### config.mk
export PLATFORM = sky130hd
export DESIGN_NAME = vme_slave_ctrl
export DESIGN_NICKNAME = d
export VERILOG_FILES = /design/src/rtl/vme_pkg.sv /design/src/rtl/vme_sync.sv /design/src/rtl/vme_slave_ctrl.sv
export SDC_FILE = /design/constraint.sdc
export NUM_CORES = 1
export LEC_CHECK = 0
export BUFFER_PORTS_ARGS = -buffer_cell sky130_fd_sc_hd__buf_4
export CAP_MARGIN = 5
export CELL_PAD_IN_SITES_DETAIL_PLACEMENT = 0
export CELL_PAD_IN_SITES_GLOBAL_PLACEMENT = 2
export CORE_MARGIN = 3
export CORE_UTILIZATION = 34
export CTS_CLUSTER_SIZE = 24
export DETAILED_ROUTE_END_ITERATION = 7
export GPL_ROUTABILITY_DRIVEN = 0
export HOLD_SLACK_MARGIN = 0.15
export PLACE_DENSITY = 0.88
export SLEW_MARGIN = 20
export SYNTH_ARGS = -nofsm -noshare
export SYNTH_HDL_FRONTEND = slang
export SYNTH_HIERARCHICAL = 1
export SYNTH_SLANG_ARGS = --single-unit
### constraint.sdc
create_clock -name I_CLK_32M -period 2.5 [get_ports I_CLK_32M]
set_input_delay 0.375 -clock I_CLK_32M [delete_from_list [all_inputs] [get_ports I_CLK_32M]]
set_output_delay 0.375 -clock I_CLK_32M [all_outputs]
set_load 0.05 [all_outputs]
### src/rtl/vme_pkg.sv
// Shared definitions for the A16 VME slave cycle sequencer: state encoding, accepted AM codes
// and the default board window.
package vme_pkg;

  typedef enum logic [2:0] {
    StIdle,
    StDecode,
    StAccess,
    StDtack,
    StRelease,
    StWaitAs,
    StBerr
  } vme_state_e;

  localparam logic [5:0]  AmSup    = 6'h2D;
  localparam logic [5:0]  AmUsr    = 6'h29;
  localparam logic [15:0] AddrBase = 16'h7C80;
  localparam logic [15:0] AddrMask = 16'hFFC0;

  function automatic logic am_accepted(logic [5:0] am, logic [5:0] sup, logic [5:0] usr);
    return (am == sup) || (am == usr);
  endfunction

endpackage

### src/rtl/vme_sync.sv
// Multi-flop synchronizer for one asynchronous active-low VME strobe; resets to the idle level 1.
module vme_sync #(
  parameter int unsigned SYNC_STAGES = 2
) (
  input  logic sysclk,
  input  logic rst_n,
  input  logic raw,
  output logic synced
);

  logic [SYNC_STAGES-1:0] sync_q;

  always_ff @(posedge sysclk or negedge rst_n) begin
    if (!rst_n) begin
      sync_q <= '1;
    end else begin
      sync_q <= {sync_q[SYNC_STAGES-2:0], raw};
    end
  end

  assign synced = sync_q[SYNC_STAGES-1];

endmodule

### src/rtl/vme_slave_ctrl.sv
// A16 VME slave cycle sequencer: strobe sync, window decode, register strobes, DTACK* pad control.
// Define VME_BERR_TIMEOUT_EN to add the ACCESS ack timeout that raises BERR* instead of DTACK*.
module vme_slave_ctrl
  import vme_pkg::*;
#(
  parameter int unsigned SYNC_STAGES = 2,
  parameter logic [15:0] ADDR_BASE   = AddrBase,
  parameter logic [15:0] ADDR_MASK   = AddrMask,
  parameter logic [5:0]  AM_SUP      = AmSup,
  parameter logic [5:0]  AM_USR      = AmUsr
`ifdef VME_BERR_TIMEOUT_EN
  ,
  parameter int unsigned ACK_TIMEOUT = 64
`endif
) (
  input  logic        I_CLK_32M,
  input  logic        I_VME_SYSRESET_N,
  input  logic        I_VME_AS,
  input  logic        I_VME_DS0,
  input  logic        I_VME_DS1,
  input  logic        I_VME_WR,
  input  logic [14:0] I_VME_A,
  input  logic        I_VME_LWORD,
  input  logic [5:0]  I_VME_AM,
  output logic [15:0] O_REG_ADDR,
  output logic        O_REG_RD,
  output logic        O_REG_WR,
  input  logic        I_REG_ACK,
  output logic        O_LATCH_DOUT,
  output logic        O_RD_BUF_EN,
  output logic        O_WR_BUF_EN,
  output logic        O_VME_DTACK_D,
  output logic        O_VME_DTACK_EN,
  output logic        O_VME_BERR,
  output logic        O_BUSY
);

  vme_state_e state_q;
  logic       as_s, ds0_s, ds1_s;
  logic [5:0] am_q;
  logic       rd_q;
  logic       hit;
  logic       strobe_cycle;

  vme_sync #(.SYNC_STAGES(SYNC_STAGES)) u_sync_as  (
    .sysclk(I_CLK_32M), .rst_n(I_VME_SYSRESET_N), .raw(I_VME_AS),  .synced(as_s)
  );
  vme_sync #(.SYNC_STAGES(SYNC_STAGES)) u_sync_ds0 (
    .sysclk(I_CLK_32M), .rst_n(I_VME_SYSRESET_N), .raw(I_VME_DS0), .synced(ds0_s)
  );
  vme_sync #(.SYNC_STAGES(SYNC_STAGES)) u_sync_ds1 (
    .sysclk(I_CLK_32M), .rst_n(I_VME_SYSRESET_N), .raw(I_VME_DS1), .synced(ds1_s)
  );

  assign hit = am_accepted(am_q, AM_SUP, AM_USR) &&
               ((O_REG_ADDR & ADDR_MASK) == (ADDR_BASE & ADDR_MASK)) && O_REG_ADDR[0];

  // The first ACCESS cycle carries the strobe; any ack seen there is too early to be real.
  assign strobe_cycle = O_REG_RD | O_REG_WR;

`ifdef VME_BERR_TIMEOUT_EN
  logic       berr_q;
  logic [6:0] cnt_q;
  assign O_VME_BERR = berr_q;
`else
  assign O_VME_BERR = 1'b0;
`endif

  always_ff @(posedge I_CLK_32M or negedge I_VME_SYSRESET_N) begin
    if (!I_VME_SYSRESET_N) begin
      state_q        <= StIdle;
      O_REG_ADDR     <= '0;
      am_q           <= '0;
      rd_q           <= 1'b0;
      O_REG_RD       <= 1'b0;
      O_REG_WR       <= 1'b0;
      O_LATCH_DOUT   <= 1'b0;
      O_RD_BUF_EN    <= 1'b0;
      O_WR_BUF_EN    <= 1'b0;
      O_VME_DTACK_D  <= 1'b1;
      O_VME_DTACK_EN <= 1'b0;
      O_BUSY         <= 1'b0;
`ifdef VME_BERR_TIMEOUT_EN
      berr_q         <= 1'b0;
      cnt_q          <= '0;
`endif
    end else begin
      O_REG_RD     <= 1'b0;
      O_REG_WR     <= 1'b0;
      O_LATCH_DOUT <= 1'b0;
      unique case (state_q)
        StIdle: begin
          if (!as_s && !ds0_s && !ds1_s) begin
            O_REG_ADDR <= {I_VME_A, I_VME_LWORD};
            am_q       <= I_VME_AM;
            rd_q       <= I_VME_WR;
            O_BUSY     <= 1'b1;
            state_q    <= StDecode;
          end
        end
        StDecode: begin
          if (as_s) begin
            O_BUSY  <= 1'b0;
            state_q <= StIdle;
          end else if (hit) begin
            O_REG_RD    <= rd_q;
            O_REG_WR    <= !rd_q;
            O_RD_BUF_EN <= rd_q;
            O_WR_BUF_EN <= !rd_q;
`ifdef VME_BERR_TIMEOUT_EN
            cnt_q       <= '0;
`endif
            state_q     <= StAccess;
          end else begin
            state_q <= StWaitAs;
          end
        end
        StAccess: begin
          if (as_s) begin
            O_RD_BUF_EN <= 1'b0;
            O_WR_BUF_EN <= 1'b0;
            O_BUSY      <= 1'b0;
            state_q     <= StIdle;
          end else if (!strobe_cycle && I_REG_ACK) begin
            O_LATCH_DOUT   <= rd_q;
            O_VME_DTACK_EN <= 1'b1;
            O_VME_DTACK_D  <= 1'b0;
            state_q        <= StDtack;
`ifdef VME_BERR_TIMEOUT_EN
          end else if (cnt_q == 7'(ACK_TIMEOUT - 1)) begin
            berr_q  <= 1'b1;
            state_q <= StBerr;
          end else begin
            cnt_q <= cnt_q + 7'd1;
`endif
          end
        end
        StDtack: begin
          if (as_s) begin
            O_RD_BUF_EN    <= 1'b0;
            O_WR_BUF_EN    <= 1'b0;
            O_VME_DTACK_EN <= 1'b0;
            O_VME_DTACK_D  <= 1'b1;
            O_BUSY         <= 1'b0;
            state_q        <= StIdle;
          end else if (ds0_s && ds1_s) begin
            // Actively drive DTACK* high for one cycle before tristating.
            O_VME_DTACK_D <= 1'b1;
            state_q       <= StRelease;
          end
        end
        StRelease: begin
          O_VME_DTACK_EN <= 1'b0;
          state_q        <= StWaitAs;
        end
        StWaitAs: begin
          if (as_s) begin
            O_RD_BUF_EN <= 1'b0;
            O_WR_BUF_EN <= 1'b0;
            O_BUSY      <= 1'b0;
            state_q     <= StIdle;
          end
        end
        StBerr: begin
`ifdef VME_BERR_TIMEOUT_EN
          if (ds0_s && ds1_s) begin
            berr_q  <= 1'b0;
            state_q <= StWaitAs;
          end
`else
          state_q <= StWaitAs;
`endif
        end
        default: state_q <= StIdle;
      endcase
    end
  end

endmodule

Word-level counts from Yosys, hierarchy flattened
Cells that the tools add are included.
{"block": "word_totals", "input_bits": 29, "reg_bits": 40, "out_inout_bits": 25, "elab_cells": 97}
{"block": "classes", "eq_ne": 20, "reduce_logical": 26, "n_bitwise": 1, "muxes": 35}
{"operator": "3-bit two-way mux", "count": 8}
{"operator": "1-bit two-way mux", "count": 21}
{"operator": "3-bit case mux with 6 select lines", "count": 1}
{"operator": "4-bit AND reduction", "count": 4}
{"operator": "6-bit equality test (second input constant)", "count": 2}
{"operator": "10-bit by 9-bit equality test with 1-bit output (second input constant)", "count": 1}
{"operator": "2-bit inequality test (second input constant)", "count": 5}
{"operator": "3-bit equality test (second input constant)", "count": 3}
{"operator": "2-bit by 1-bit inequality test with 1-bit output (second input constant)", "count": 4}
{"operator": "1-bit case mux with 2 select lines", "count": 4}
{"operator": "3-bit by 2-bit equality test with 1-bit output (second input constant)", "count": 2}
{"operator": "1-bit logical AND", "count": 6}
{"operator": "3-bit by 2-bit inequality test with 1-bit output (second input constant)", "count": 2}
{"operator": "2-bit nonzero test", "count": 3}
{"operator": "1-bit logical NOT", "count": 5}
{"operator": "4-bit OR reduction", "count": 1}
{"operator": "3-bit by 1-bit equality test with 1-bit output (second input constant)", "count": 1}
{"operator": "3-bit logical NOT", "count": 1}
{"operator": "1-bit case mux with 3 select lines", "count": 1}
{"operator": "3-bit AND reduction", "count": 1}
{"operator": "3-bit nonzero test", "count": 1}
{"operator": "3-bit OR reduction", "count": 1}
{"operator": "2-bit AND reduction", "count": 1}
{"operator": "2-bit OR reduction", "count": 1}
{"operator": "2 further kinds", "count": 2}

Logic depth before layout (Yosys ltp)
{"block": "depth", "ltp_word": 7, "depth_mapped": 6, "depth_no_buf": 5}

Hierarchy
Netlist, hierarchy kept.
{"mod": "vme_slave_ctrl", "seq_area_each_um2": 827.0, "area_per_inst_um2": 1465.2, "instances": 1, "cells_each": 121}
{"mod": "vme_sync", "seq_area_each_um2": 52.6, "area_per_inst_um2": 52.6, "instances": 3, "cells_each": 2}

Worst setup path before layout
OpenSTA, ideal clock, no wires.
{"block": "synth_path", "path_type": "register to register", "start": "register O_REG_ADDR[7]", "end": "register O_RD_BUF_EN", "required_ns": 2.378, "setup_time_ns": 0.122, "path_buffers": 0, "arrival_ns": 1.606, "stages_incl_launch_ff": 6, "synth_period_minus_slack_ns": 1.729, "path_slack_ns": 0.771, "path_cell_list": "dfrtp_1 -> nor4bb_1 -> nand4_1 -> nor3_1 -> o31ai_1 -> o2bb2ai_1"}
{"block": "synth_between", "elab_chain_cells": 5}
{"element": "from (decl)", "line": "vme_slave_ctrl.sv:25", "source": "output logic [15:0] O_REG_ADDR,"}
{"element": "from (signal assigned)", "line": "vme_slave_ctrl.sv:94", "source": "O_REG_ADDR <= {I_VME_A, I_VME_LWORD};"}
{"element": "10-bit by 9-bit equality test with 1-bit output", "line": "vme_slave_ctrl.sv:56", "source": "((O_REG_ADDR & ADDR_MASK) == (ADDR_BASE & ADDR_MASK)) && O_REG_ADDR[0];"}
{"element": "1-bit logical AND", "line": "vme_slave_ctrl.sv:55", "source": "assign hit = am_accepted(am_q, AM_SUP, AM_USR) &&"}
{"element": "1-bit logical AND", "line": "vme_slave_ctrl.sv:56"}
{"element": "2-bit inequality test (no source line)"}
{"element": "4-bit AND reduction (no source line)"}
{"element": "to (signal assigned)", "line": "vme_slave_ctrl.sv:108", "source": "O_RD_BUF_EN <= rd_q;"}
{"element": "to (decl)", "line": "vme_slave_ctrl.sv:30", "source": "output logic O_RD_BUF_EN,"}
Every way passes these cells.
A chain may end at the register's enable or synchronous reset.

Worst setup path after layout
{"block": "layout_path", "start": "register u_sync_as.sync_q[1]", "end": "register state_q[2]"}
{"block": "layout_between", "elab_chain_cells": 5, "elab_cells_between_ends": 12, "cone_classes": "eq/ne: 4; mux: 4; reduce/logical: 4"}
{"element": "from (decl)", "line": "vme_sync.sv:11", "source": "logic [SYNC_STAGES-1:0] sync_q;"}
{"element": "from (signal assigned)", "line": "vme_sync.sv:17", "source": "sync_q <= {sync_q[SYNC_STAGES-2:0], raw};"}
{"element": "1-bit logical NOT", "line": "vme_slave_ctrl.sv:93", "source": "if (!as_s && !ds0_s && !ds1_s) begin"}
{"element": "1-bit logical AND (2 in series)", "line": "vme_slave_ctrl.sv:93"}
{"element": "2-bit inequality test (no source line)"}
{"element": "4-bit AND reduction (no source line)"}
{"element": "to (signal assigned)", "line": "vme_slave_ctrl.sv:98", "source": "state_q <= StDecode;"}
{"element": "to (signal assigned)", "line": "vme_slave_ctrl.sv:104", "source": "state_q <= StIdle;"}
{"element": "to (signal assigned)", "line": "vme_slave_ctrl.sv:113", "source": "state_q <= StAccess;"}
{"element": "to (decl)", "line": "vme_slave_ctrl.sv:38", "source": "vme_state_e state_q;"}
Parallel ways exist; a longest one is shown, timed or not.

==> summary.md <==
| Metric | Value |
|---|---|
| Fin cells | `233` |
| Filler cells | `414` |
| CP endpoint kind | `flip-flop` |
| Worst R2R Setup Slack | `730 ps` |
| Final setup TNS | `0 ps` |
| Largest stage delay, worst path | `~420 ps` |
| Worst r2r path cells | `5` |
| R2R Path Start | `u_sync_as/sync_q[1]$_DFF_PN1_` |
| Post-route cell area | `approximately 2100 µm²` |
| DR iter-0 viols | `40` |
| Outcome | `complete, no violations` |
| Vias per cell | `roughly 5.2` |
| Vias in the first global route | `around 1,200` |
| Rel. slew slack | `64.3%` |
| Synthesis-to-finish area growth | `31.4%` |
| Leading cell types in the layout, fill and taps excluded | `buf_4 (52), dfrtp_1 (32), mux2_1 (18)` |
| Synthesized area | `1620 µm²` |
| Fin. Hold Viols | `0` |
| Crit. Startpoint | `u_sync_as/sync_q[1]$_DFF_PN1_` |
| Clock Latency Late Sink | `280 ps` |
| Leak pwr | `about 0.98 nW` |
| Die height | `between 70 and 80 µm` |
| Slew @ Worst Pin | `~530 ps` |
| Inst Count DP | `about 220` |
| Critical path cell sequence | `or3_1 -> a2bb2oi_2 -> nor2_1 -> a221o_1 -> o41ai_2` |
| Fmax | `approximately 570 MHz` |
| Setup repair bufs after CTS | `0` |
| Post-synth top area share | `approximately half` |
| Fin. max-slew vios | `0` |
| Synth Warn # | `6` |
| Worst hold path type | `in -> reg` |
| Final setup violation count | `0` |
| Setup slack after layout | `roughly 730 ps` |
| CTS Buffer Depth | `2` |
| Via count | `between 1,000 and 1,500` |
| Cell taking the most area after synthesis | `dfrtp_1` |
| Mapped Cells | `between 100 and 150` |
| DRT Pass-1 Iters | `4` |
| Io pins | `54` |
| Wire per inst | `between 10 and 15 µm` |
| Max cap viols | `0` |
| CP arrival | `around 2000 ps` |
| Sequential area share after synthesis | `about three fifths` |
| CP startpoint kind | `flip-flop` |
| Mapped Nets | `156` |
| Post-DP HPWL | `2520 µm` |
| Fraction of layout cells with a size suffix above 1 | `approximately two fifths` |
| Maximum vdd drop | `about 0.65 mV` |
| Slowest cell on crit path | `dfstp_2` |
| Critical path destination | `state_q[2]$_DFFE_PN0P_` |
| Ant diodes | `0` |
| DRC viols | `0` |
| PD cells | `about 1200 nW/µm²` |
| Synthesized flop and latch total | `39` |
| Initial core utilization | `a little over a third` |
| Area after DPL | `slightly above 2000 µm²` |
| Fin crit share | `70.7%` |
| # clock sinks | `39` |
| First-pass GRT wire length | `approximately 5600 µm` |
| H-tree depth | `2` |
| Nets@finish | `around 210` |
| Worst endpoint required time | `2680 ps` |
| RSZ-0062 raised after global routing | `no` |
| Overall die area | `between 5000 and 6000 µm²` |
| Syn_area_per_cell | `approximately 13 µm²` |
| Core area | `roughly 4500 µm²` |
| Area of the multi-input gates | `slightly below 600 µm²` |
| CTS tree | `done` |
| Worst Skew | `around 4.6 ps` |
| Clk slew on worst S/H paths | `about 70 ps` |
| R2r endpoint | `state_q[2]$_DFFE_PN0P_` |
| Total congestion overflow | `0` |
| Post-Route WL | `3320 µm` |
| Detail Route Antenna Nets | `0` |
| PortBufs | `51` |
| Initial antenna violation count | `0` |
| Place WS | `~740 ps` |
| Commonest non-fill, non-tap cell in the layout | `buf_4` |
| Hold_buf cts | `1` |
| Synth cell types | `38` |
| Post-layout minimum cycle time | `between 1500 and 2000 ps` |
| Overall Power | `0.00258 W` |
| Largest net degree at the start of global routing | `40` |
| Die width | `75.1 µm` |
| # resized after CTS | `0` |
| CTS Root Buffer Type | `clkbuf_8` |
| Total Routing Usage GR | `between 10% and 20%` |
| CTS Buf Count | `5` |
| Setup CP Type | `reg -> reg` |
| Ranking of synthesized cells by area | `dfrtp_1 (49%), mux2_1 (12%), dfstp_2 (11%), mux2_2 (2.8%), nor2_1 (2.5%)` |
| Core Rows | `24` |
| Crit path max fanout | `11` |
| Storage cell area | `roughly 1000 µm²` |
-- per-layer routing --
metal,vias to the layer above,GRT usage [%],wire length (µm)
li1,557,-,-
met1,592,15.6,1310
met2,45,20.5,1640
met3,8,5.74,308
met4,0,5.53,66
met5,-,0,0
-- layout make-up --
class / instances / area share (%)
sequential: 39 / 46.2
multi-input combinational: 78 / 27.7
timing repair buffer: 53 / 18.8
clock buffer: 8 / 3.76
tap: 52 / 3.05
inverter: 3 / 0.528
-- cells by family (layout without fill, tap and decap cells) --
| logic type | count (synthesis) | in the layout | share of synthesized area [%] |
|---|---|---|---|
| and+or+nand+nor | 35 | 35 | 11.0 |
| buffers and inverters | 10 | 64 | 2.93 |
| AOI/OAI and AO/OA | 19 | 19 | 9.25 |
| muxes | 23 | 23 | 15.9 |
| other | 1 | 1 | 0.231 |
| DFF | 39 | 39 | 60.7 |
-- through the flow --
stage	hold WS (ps)	util, %
after CTS	185	47.7
final	196	47.7
after detailed placement	347	45.6
after floorplan	79.4	-
after global placement	346	45.6
after global routing	179	47.7
-- how the worst min path moves through the flow --
stage | depth (start not counted) | endpoint | from | slack [ps]
finish | 1 | u_sync_ds0/sync_q[0]$_DFF_PN1_ | I_VME_DS0 | 200
global route | 1 | u_sync_ds0/sync_q[0]$_DFF_PN1_ | I_VME_DS0 | 180
CTS | 1 | u_sync_ds0/sync_q[0]$_DFF_PN1_ | I_VME_DS0 | 180
detailed placement | 0 | u_sync_as/sync_q[1]$_DFF_PN1_ | u_sync_as/sync_q[0]$_DFF_PN1_ | 350
global placement | 0 | u_sync_ds0/sync_q[1]$_DFF_PN1_ | u_sync_ds0/sync_q[0]$_DFF_PN1_ | 350
floorplan | 0 | O_BUSY$_DFFE_PN0P_ | I_VME_SYSRESET_N | 80
-- registers in the layout (all words and copies together), names as in the netlist --
signal and cells:
am_q 5, O_VME_DTACK_EN 1, O_BUSY 1, O_REG_RD 1, O_REG_ADDR 16, u_sync_as/sync_q 2
O_WR_BUF_EN 1, u_sync_ds1/sync_q 2, O_RD_BUF_EN 1, u_sync_ds0/sync_q 2, O_LATCH_DOUT 1, rd_q 1
state_q 3, O_VME_DTACK_D 1, O_REG_WR 1
-- critical path: cells and delay by family, from the launching register on --
kind / cells / cell delay (ps)
compound gates: 3 / 780
flops: 1 / 420
simple gates: 2 / 460
-- synth_stat cells, drive strengths merged --
library cell / instances
a21o: 1
a21oi: 2
a221o: 1
a22oi: 2
a2bb2oi: 1
a31oi: 1
a32o: 1
and2: 1
and3b: 1
buf: 7
conb: 1
dfrtp: 32
dfstp: 7
inv: 3
mux2: 22
mux2i: 1
nand2: 9
nand2b: 1
nand3: 1
nand4: 1
nand4b: 2
nor2: 11
nor2b: 1
nor3: 2
nor4: 1
nor4bb: 1
o21ai: 4
o22a: 1
o22ai: 1
o2bb2ai: 2
o31ai: 1
o41ai: 1
or3: 2
or3b: 1
-- power by group --
group | total (W) | internal (W) | leakage [nW] | switching [W]
logic | 0.00116 | 0.000410 | 0.475 | 0.000748
clock network | 0.000400 | 0.000198 | 0.0395 | 0.000202
registers | 0.00102 | 0.000846 | 0.465 | 0.000177
(Power assumes the default switching activity.)
